`config.mk`:
```
export PLATFORM = sky130hd
export DESIGN_NAME = conv3x3_stream_flat
export DESIGN_NICKNAME = d
export VERILOG_FILES = /design/src/rtl/conv3x3_stream_if.sv /design/src/rtl/conv3x3_stream.sv /design/src/flat_wrapper.sv
export SDC_FILE = /design/constraint.sdc
export NUM_CORES = 2
export LEC_CHECK = 0
export ABC_CLOCK_PERIOD_IN_PS = 10640
export CAP_MARGIN = 20
export CORE_ASPECT_RATIO = 1.25
export CORE_MARGIN = 2
export CORE_UTILIZATION = 35
export DETAILED_ROUTE_END_ITERATION = 6
export HOLD_SLACK_MARGIN = 0.15
export PLACE_DENSITY_LB_ADDON = 0.3
export SYNTH_ARGS = -nofsm -noshare
export SYNTH_HDL_FRONTEND = slang
export SYNTH_SLANG_ARGS = --single-unit
```
`constraint.sdc`:
```
create_clock -name clk -period 10.64 [get_ports clk]
set_input_delay 3.192 -clock clk [delete_from_list [all_inputs] [get_ports clk]]
set_output_delay 3.192 -clock clk [all_outputs]
set_load 0.1 [all_outputs]
```
`src/rtl/conv3x3_stream_if.sv`:
```
// Stream, coefficient and frame-control signals of the 3x3 convolution engine.
// master drives pixels, coefficients and start, and consumes results.
// slave is the engine.
interface conv3x3_stream_if #(
  parameter int DATA_W = 8,
  parameter int COEF_W = 8,
  parameter int ACC_W  = 20
);
  logic                     coef_wr;
  logic [3:0]               coef_addr;
  logic signed [COEF_W-1:0] coef_data;
  logic                     start;
  logic                     pix_valid;
  logic [DATA_W-1:0]        pix_in;
  logic                     pix_ready;
  logic                     out_valid;
  logic signed [ACC_W-1:0]  out_data;
  logic                     out_ready;
  logic                     busy;
  logic                     done;

  modport master (
    output coef_wr, coef_addr, coef_data, start, pix_valid, pix_in, out_ready,
    input  pix_ready, out_valid, out_data, busy, done
  );

  modport slave (
    input  coef_wr, coef_addr, coef_data, start, pix_valid, pix_in, out_ready,
    output pix_ready, out_valid, out_data, busy, done
  );
endinterface

```
`src/rtl/conv3x3_stream.sv`:
```
// Streaming 3x3 valid convolution over a raster-order image.
// Two line buffers plus a 3x3 window feed a nine-tap MAC.  One output
// register with valid/ready; optional ReLU clamp on the result.
//
//   state | meaning
//   IDLE  | coefficients writable, waiting for start
//   RUN   | accepting pixels, emitting one result per full window
//   DRAIN | all pixels in, waiting for the last result to leave
module conv3x3_stream #(
  parameter int DATA_W = 8,
  parameter int COEF_W = 8,
  parameter int IMG_W  = 8,
  parameter int IMG_H  = 8,
  parameter int ACC_W  = 20,
  parameter bit RELU   = 1'b1
) (
  input  logic            clk,
  input  logic            rst,
  conv3x3_stream_if.slave sif
);
  localparam int PW = DATA_W + COEF_W + 1;
  localparam int CW = $clog2(IMG_W);
  localparam int RW = $clog2(IMG_H);

  typedef enum logic [1:0] {IDLE, RUN, DRAIN} state_t;

  state_t state_q, state_d;
  logic   done_q, done_d;

  logic [CW-1:0] col_q;
  logic [RW-1:0] row_q;

  logic signed [COEF_W-1:0] coef_q [9];
  // lb_top holds row r-2, lb_mid holds row r-1, both indexed by column
  logic [DATA_W-1:0] lb_top [IMG_W];
  logic [DATA_W-1:0] lb_mid [IMG_W];
  logic [DATA_W-1:0] win_q [3][3];
  logic [DATA_W-1:0] win_n [3][3];

  logic pix_rdy, accept, last_pix, win_full;
  logic ov_q;
  logic signed [ACC_W-1:0] od_q, acc, res;
  logic signed [PW-1:0] px, cf, prod;

  assign pix_rdy  = (state_q == RUN) && (!ov_q || sif.out_ready);
  assign accept   = sif.pix_valid && pix_rdy;
  assign last_pix = (row_q == RW'(IMG_H - 1)) && (col_q == CW'(IMG_W - 1));
  assign win_full = (row_q >= RW'(2)) && (col_q >= CW'(2));

  assign sif.pix_ready = pix_rdy;
  assign sif.out_valid = ov_q;
  assign sif.out_data  = od_q;
  assign sif.busy      = (state_q != IDLE);
  assign sif.done      = done_q;

  // state and done-pulse registers
  always_ff @(posedge clk) begin
    if (rst) begin
      state_q <= IDLE;
      done_q  <= 1'b0;
    end else begin
      state_q <= state_d;
      done_q  <= done_d;
    end
  end

  // next-state logic; done is registered so it lines up with the return to IDLE
  always_comb begin
    state_d = state_q;
    done_d  = 1'b0;
    unique case (state_q)
      IDLE:    if (sif.start) state_d = RUN;
      RUN:     if (accept && last_pix) state_d = DRAIN;
      DRAIN:   if (!ov_q || sif.out_ready) begin
                 state_d = IDLE;
                 done_d  = 1'b1;
               end
      default: state_d = IDLE;
    endcase
  end

  // raster position of the next pixel to be accepted
  always_ff @(posedge clk) begin
    if (rst) begin
      col_q <= '0;
      row_q <= '0;
    end else if (state_q == IDLE && sif.start) begin
      col_q <= '0;
      row_q <= '0;
    end else if (accept) begin
      if (col_q == CW'(IMG_W - 1)) begin
        col_q <= '0;
        row_q <= row_q + RW'(1);
      end else begin
        col_q <= col_q + CW'(1);
      end
    end
  end

  // coefficient registers, writable only while idle; addresses above 8 are dropped
  always_ff @(posedge clk) begin
    if (rst) begin
      for (int k = 0; k < 9; k++) coef_q[k] <= '0;
    end else if (state_q == IDLE && sif.coef_wr && sif.coef_addr <= 4'd8) begin
      coef_q[sif.coef_addr] <= sif.coef_data;
    end
  end

  // window after this accept: shift left, new column from line buffers and input
  always_comb begin
    for (int i = 0; i < 3; i++) begin
      win_n[i][0] = win_q[i][1];
      win_n[i][1] = win_q[i][2];
    end
    win_n[0][2] = lb_top[col_q];
    win_n[1][2] = lb_mid[col_q];
    win_n[2][2] = sif.pix_in;
  end

  // line buffers and window advance on every accept
  always_ff @(posedge clk) begin
    if (rst) begin
      for (int k = 0; k < IMG_W; k++) begin
        lb_top[k] <= '0;
        lb_mid[k] <= '0;
      end
      for (int i = 0; i < 3; i++)
        for (int j = 0; j < 3; j++) win_q[i][j] <= '0;
    end else if (accept) begin
      lb_top[col_q] <= lb_mid[col_q];
      lb_mid[col_q] <= sif.pix_in;
      win_q <= win_n;
    end
  end

  // nine-tap MAC on the post-shift window; pixels are unsigned so zero-extend
  always_comb begin
    acc  = '0;
    px   = '0;
    cf   = '0;
    prod = '0;
    for (int i = 0; i < 3; i++) begin
      for (int j = 0; j < 3; j++) begin
        px   = {{(COEF_W + 1){1'b0}}, win_n[i][j]};
        cf   = {{(DATA_W + 1){coef_q[3*i+j][COEF_W-1]}}, coef_q[3*i+j]};
        prod = px * cf;
        acc  = acc + {{(ACC_W - PW){prod[PW-1]}}, prod};
      end
    end
    if (RELU && acc < 0) res = '0;
    else                 res = acc;
  end

  // single result register; a reload in the same cycle as a handshake keeps valid up
  always_ff @(posedge clk) begin
    if (rst) begin
      ov_q <= 1'b0;
      od_q <= '0;
    end else if (accept && win_full) begin
      ov_q <= 1'b1;
      od_q <= res;
    end else if (sif.out_ready) begin
      ov_q <= 1'b0;
    end
  end
endmodule

```
`src/flat_wrapper.sv`:
```
// flat-port wrapper written by rule: the top's interface ports become plain ports
module conv3x3_stream_flat 
#(
  parameter int DATA_W = 8,
  parameter int COEF_W = 8,
  parameter int IMG_W  = 8,
  parameter int IMG_H  = 8,
  parameter int ACC_W  = 20,
  parameter bit RELU   = 1'b1
)
  (clk, rst, sif_coef_wr, sif_coef_addr, sif_coef_data, sif_start, sif_pix_valid, sif_pix_in, sif_out_ready, sif_pix_ready, sif_out_valid, sif_out_data, sif_busy, sif_done);
  conv3x3_stream_if #(.DATA_W(DATA_W), .COEF_W(COEF_W), .ACC_W(ACC_W)) sif_i ();
  input  logic clk;
  input  logic rst;
  input wire logic [$bits(sif_i.coef_wr)-1:0] sif_coef_wr;
  input wire logic [$bits(sif_i.coef_addr)-1:0] sif_coef_addr;
  input wire logic [$bits(sif_i.coef_data)-1:0] sif_coef_data;
  input wire logic [$bits(sif_i.start)-1:0] sif_start;
  input wire logic [$bits(sif_i.pix_valid)-1:0] sif_pix_valid;
  input wire logic [$bits(sif_i.pix_in)-1:0] sif_pix_in;
  input wire logic [$bits(sif_i.out_ready)-1:0] sif_out_ready;
  output wire logic [$bits(sif_i.pix_ready)-1:0] sif_pix_ready;
  output wire logic [$bits(sif_i.out_valid)-1:0] sif_out_valid;
  output wire logic [$bits(sif_i.out_data)-1:0] sif_out_data;
  output wire logic [$bits(sif_i.busy)-1:0] sif_busy;
  output wire logic [$bits(sif_i.done)-1:0] sif_done;
  assign sif_i.coef_wr = sif_coef_wr;
  assign sif_i.coef_addr = sif_coef_addr;
  assign sif_i.coef_data = sif_coef_data;
  assign sif_i.start = sif_start;
  assign sif_i.pix_valid = sif_pix_valid;
  assign sif_i.pix_in = sif_pix_in;
  assign sif_i.out_ready = sif_out_ready;
  assign sif_pix_ready = sif_i.pix_ready;
  assign sif_out_valid = sif_i.out_valid;
  assign sif_out_data = sif_i.out_data;
  assign sif_busy = sif_i.busy;
  assign sif_done = sif_i.done;
  conv3x3_stream #(.DATA_W(DATA_W), .COEF_W(COEF_W), .IMG_W(IMG_W), .IMG_H(IMG_H), .ACC_W(ACC_W), .RELU(RELU)) u_core (.clk(clk), .rst(rst), .sif(sif_i));
endmodule
```
Yosys cells after proc, flatten, opt, wreduce, memory -nomap -nowiden
Memories as Yosys holds them, arrays and structs flattened. A register that Yosys moved wholly into a read port is not among the register bits.
Cells that the tools add are included.
{ "totals": {"out_inout_bits": 24, "mem_bits_rw": 200, "regBits": 78, "memories": 3, "input_bits": 26} }
{ "mem_list": {"columns": ["name", "depth", "width", "read_ports", "rd_ports_with_merged_regs", "write_ports", "line", "rtl"], "rows": [
  ["u_core.coef_q", 9, 8, 9, 0, 9, "conv3x3_stream.sv:33", "logic signed [COEF_W-1:0] coef_q [9];"],
  ["u_core.lb_mid", 8, 8, 1, 1, 8, "conv3x3_stream.sv:36", "logic [DATA_W-1:0] lb_mid [IMG_W];"],
  ["u_core.lb_top", 8, 8, 1, 1, 8, "conv3x3_stream.sv:35", "logic [DATA_W-1:0] lb_top [IMG_W];"]
]} }
{ "op_classes": {"mux": 30, "n_mul": 9, "reduce_logical": 21, "bitwise_logic": 1, "order_cmp": 4, "n_eq_ne": 7, "add_sub_neg": 10} }
{ "op_table": {"columns": ["operator", "n"], "rows": [
  ["multiplier 9 x 8 -> 17 bit", 9],
  ["adder 20 bit", 7],
  ["two-way mux 8 bit", 3],
  ["OR reduction 8 bit", 3],
  ["two-way mux 3 bit", 7],
  ["< comparator 20 x 1 -> 1 bit, second input constant", 1],
  ["two-way mux 20 bit", 1],
  ["adder 17 x 17 -> 18 bit", 1],
  ["two-way mux 1 bit", 14],
  ["logical AND 1 bit", 9],
  ["adder 3 x 1 -> 3 bit, second input constant", 2],
  ["equality test 3 bit, second input constant", 2],
  ["greater-or-equal comparator 3 x 2 -> 1 bit, second input constant", 2],
  ["two-way mux 2 bit", 3],
  ["case mux 2 bit (3 select lines)", 1],
  ["<= comparator 4 bit, second input constant", 1],
  ["two-way mux 4 bit", 1],
  ["!= test 2 bit, second input constant", 2],
  ["nonzero test 2 bit", 2],
  ["OR reduction 2 bit", 2],
  ["AND reduction 3 bit", 1],
  ["equality test 2 x 1 -> 1 bit, second input constant", 1],
  ["equality test 2 bit, second input constant", 1],
  ["zero test 2 bit", 1],
  ["5 further kinds", 5]
]} }

Logic depth before layout (Yosys ltp)
An unclocked memory read counts as a cell.
{ "depth": {"word_depth": 12, "mapped_depth": 38, "ltp_nobuf": 35} }

Worst setup path before layout
Ideal clock, no wire load.
{ "synth_timing": {"path_kind": "input to register", "start": "input port sif_pix_in[7]", "end": "register u_core.od_q[15] (netlist: u_core.sif.out_data[15])", "setup_ps": 85, "slack_ps": 361, "path_stages": 28, "n_path_buf": 1, "arrival_ps": 10194, "cell_sequence": "clkbuf_1 > nand2_1 > fa_1 > fa_1 > inv_1 > fa_1 > fa_1 > ha_1 > or2_2 > a21oi_1 > nor3_1 > a2111oi_2 > a21oi_1 > xor2_1 > fa_1 > inv_1 > fa_1 > inv_1 > fa_1 > inv_1 > ha_1 > o21ai_0 > a21oi_1 > a21oi_1 > a31oi_1 > mux2i_2 > nand2b_2 > o31ai_2"} }
{ "synth_via": {"elab_chain_cells": 4} }
{ "synth_lines": {"columns": ["item", "line", "rtl"], "rows": [
  ["start: declaration", "flat_wrapper.sv:20", "input wire logic [$bits(sif_i.pix_in)-1:0] sif_pix_in;"],
  ["multiplier 9 x 8 -> 17 bit *", "conv3x3_stream.sv:146", "prod = px * cf;"],
  ["adder 20 bit *", "conv3x3_stream.sv:147", "acc = acc + {{(ACC_W - PW){prod[PW-1]}}, prod};"],
  ["< comparator 20 x 1 -> 1 bit", "conv3x3_stream.sv:150", "if (RELU && acc < 0) res = '0;"],
  ["two-way mux 20 bit *", "conv3x3_stream.sv:150", null],
  ["end signal: assignment", "conv3x3_stream.sv:161", "od_q <= res;"],
  ["end: declaration", "conv3x3_stream.sv:42", "logic signed [ACC_W-1:0] od_q, acc, res;"]
]} }
Mark *: on every way between the ends. The rest lies on a longest branch, timed or not.
A chain may end at the register's enable or synchronous reset.

Final worst setup path
{ "layout_timing": {"start": "input port sif_pix_in[3]", "end": "register u_core.od_q[7] (netlist: u_core.sif.out_data[7])"} }
Same word-level chain as after synthesis.

==> run metrics <==
outcome=finished clean; Slew headroom=26.3%; Core ar.=slightly below 100000 um2; Final nets=around 4600; die area=around 100000 um2; multiplexer share of the synthesized area=under 10%; GRT Util Overall=a little under a fifth; Worst path depth=32; Peak Freq=about 97 MHz; Worst path slowest cell=fa_1; crit-path max cell delay=about 0.55 ns; CTS root buf=clkbuf_16; post-synthesis cell count=about 3600; CP arrival=around 11 ns; pwr/cell area=~310 nW/um2; top-area cell type share of the netlist area=between 20% and 30%; Crit path max-delay family=adder cells; largest cells by area after synthesis=fa_1 27%, edfxtp_1 17%, ha_1 14%; Worst Hold Path Cells=2; CTS sink cnt=280; CTS max path bufs=3; Buf+Inv Stages, Crit Path=9; Synth Flop Type=edfxtp_1; startpoint types=input pin; register bit count reported by yosys=280; critical path class=in2reg; Worst EP required=~11 ns; yosys warns=0; CTS tree=done; DRC Markers=0; Vias=between 20000 and 25000; initial antenna violation count=10; Synth cell types=between 70 and 80; Setup Skew=0.0392 ns; most frequent cells after synthesis=734 x inv_1, 463 x fa_1, 396 x ha_1; first-pass GRT wire length=roughly 150 mm; Pre-antenna DRT Iters=5; fillers=9882; Max VDD drop=between 1 and 1.5 mV; fin crit share=a little over nine tenths; Power, Total=around 0.012 W; fraction of the mapped netlist area in adder cells=about two fifths; Ports=50; Die Width=286 um; worst-margin pin slew=about 1.1 ns; Die Y=between 300 and 400 um; Setup crit end kind=flop; DR iter-0 viols=around 1300; Routed Antenna Nets=0; simple-gate share of the synthesized area=approximately 17%; H-tree depth=2; dpl hpwl=about 74 mm; worst-skew pair later-pin latency=0.60 ns; fraction of the yosys area taken by sequential cells=between 20% and 30%; vias per inst=a little under 5; wire length per cell=~19 um; XOR/XNOR share of the synthesized area=about 2.6%; Max Slew Vio Count=0; largest family of logic cells by synthesized area=adder cells; post-synth net total=~4500; Synth area leader=fa_1; synthesized cell area=~35000 um2; Post-Syn Area per Cell=slightly below 10 um2; clock transition at the registers of the reported paths=approximately 0.07 ns; Post-synth ARST share=0%; routed wire length=roughly 94 mm; post-route setup TNS=0 ns; Overflow after GRT=0; Initial Utilization=a little over a third; largest net degree at the start of global routing=61; Port Buffers=between 40 and 50; synthesis-to-layout area growth=11.5%; Post-synth EDFFs=200; max_cap viols=0; Pleak=~18 nW; vias in the first global route=roughly 26000; global placer's final weighted congestion=between 0.8 and 0.9; most used cell along the critical path=fa_1; Fin. Hold Viols=0; reg2reg path depth=34; Synth Area in Compound Gates=5.34%; Min Clock Period, post-route=approximately 10 ns; CP max FO=5; Hold Path Class=reg2reg; site row count=around 130; layout cells sized above 1=7.54%; TritonCTS buffer count=34; count leader, synth=inv_1; Final setup viols=0
-- through the flow --
stage / utilization, % / std cells / instance area [um2] / setup slack (ns) / hold slack [ns]
after global routing: 39.2 / 5010 / 38700 / -0.0184 / 0.543
after global placement: 37.8 / 4935 / 37300 / -0.431 / 0.485
final: 39.2 / 5012 / 38700 / 0.297 / 0.513
after CTS: 39.0 / 4997 / 38500 / 0.106 / 0.509
after floorplan: - / 3566 / 34700 / 0.361 / 0.453
after detailed placement: 37.8 / 4935 / 37300 / -0.493 / 0.499
-- worst reg2reg max path: cells and delay by family (launching register included) --
family                   cells  cell delay, ns
flip-flops                   1            0.39
AO/OA/AOI/OAI                7            1.31
multiplexers                 3            1.10
buffers and inverters       10            1.47
XOR/XNOR                     1            0.28
adder cells (fa/ha/maj)     10            4.52
AND/OR/NAND/NOR              3            0.47
-- kinds of logic (layout without fill, tap and decap cells) --
family,after synthesis,in the layout
xor+xnor,104,104
mux,52,52
buf+inv,840,973
flops,280,280
other cells,1,4
simple gates,1143,1143
compound gates,287,287
fa+ha+maj,859,859
-- power by group --
| group | internal, W | total (W) | switching [W] |
|---|---|---|---|
| combinational | 0.00444 | 0.00960 | 0.00515 |
| clock | 0.000740 | 0.00128 | 0.000537 |
| sequential | 0.00120 | 0.00126 | 0.0000607 |
| total | 0.00639 | 0.0121 | 0.00575 |
-- registers in the layout, summed over array words and instances, names as in the netlist, named ones only --
name,flops
u_core.sif.out_valid,1
u_core.win_n,48
u_core.coef_q,72
u_core.lb_mid,64
u_core.lb_top,64
u_core.sif.done,1
u_core.state_q,2
u_core.col_q,3
u_core.sif.out_data,19
u_core.row_q,3
-- repair_timing --
| action | 4_1_cts | 5_1_grt |
|---|---|---|
| endpoints found under the setup margin | 0 | 19 |
| hold buffers | 0 | 0 |
| gates resized for setup | 0 | 33 |
| endpoints found under the hold margin | 0 | 0 |
| setup buffers | 0 | 10 |
-- placed cells by master (no fill, tap or decap), types with 5 or more instances in the layout --
| cell type | n |
|---|---|
| o21bai_1 | 15 |
| xnor2_1 | 81 |
| ha_1 | 394 |
| xor2_1 | 22 |
| nand2b_1 | 74 |
| and2b_1 | 7 |
| a211oi_1 | 23 |
| clkbuf_16 | 34 |
| o21ai_0 | 28 |
| nor4b_1 | 5 |
| a21o_1 | 26 |
| fa_1 | 461 |
| and3_1 | 19 |
| dfxtp_1 | 79 |
| mux2i_1 | 15 |
| nand2_1 | 290 |
| a22oi_1 | 12 |
| nor4_1 | 7 |
| or2_2 | 16 |
| or3_1 | 8 |
| nand4_1 | 10 |
| nand3b_1 | 8 |
| nand3_1 | 25 |
| a21oi_2 | 7 |
| nor2b_1 | 84 |
| a21oi_1 | 113 |
| buf_4 | 123 |
| o21a_1 | 10 |
| nor3_1 | 36 |
| inv_6 | 6 |
| nor2_1 | 171 |
| clkdlybuf4s50_1 | 44 |
| inv_1 | 732 |
| mux4_2 | 32 |
| edfxtp_1 | 200 |
| and2_1 | 360 |
| bufinv_16 | 5 |
-- layout make-up --
| cell class | instances | area (um2) | area share (%) |
|---|---|---|---|
| multi-input combinational | 2446 | 24000 | 62.0 |
| sequential | 280 | 7610 | 19.6 |
| inverter | 734 | 2760 | 7.11 |
| tap | 1310 | 1640 | 4.23 |
| timing repair buffer | 177 | 1500 | 3.87 |
| clock buffer | 39 | 890 | 2.30 |
| clock inverter | 23 | 313 | 0.807 |
| antenna | 3 | 7.51 | 0.0194 |
-- routing by layer --
layer  vias to the layer above  global-route usage [%]  part of all wire [%]
met4                         2                    6.64                   3.7
met5                         -                       0                 0.016
met2                       412                    35.3                    52
li1                      11400                       -                     -
met3                       132                    1.74                   3.6
met1                     12200                    23.2                    41
-- worst paths after layout --
path,to,slack [ns],start
worst max-delay path,u_core.sif.out_data[7],0.30,sif_pix_in[3]
worst min-delay path,u_core.row_q[1],0.51,u_core.row_q[1]
worst max register to register,u_core.sif.out_data[7],0.94,flop
worst min register to register,u_core.row_q[1],0.51,u_core.row_q[1]
No activity file was read; power rests on OpenSTA's default activity.
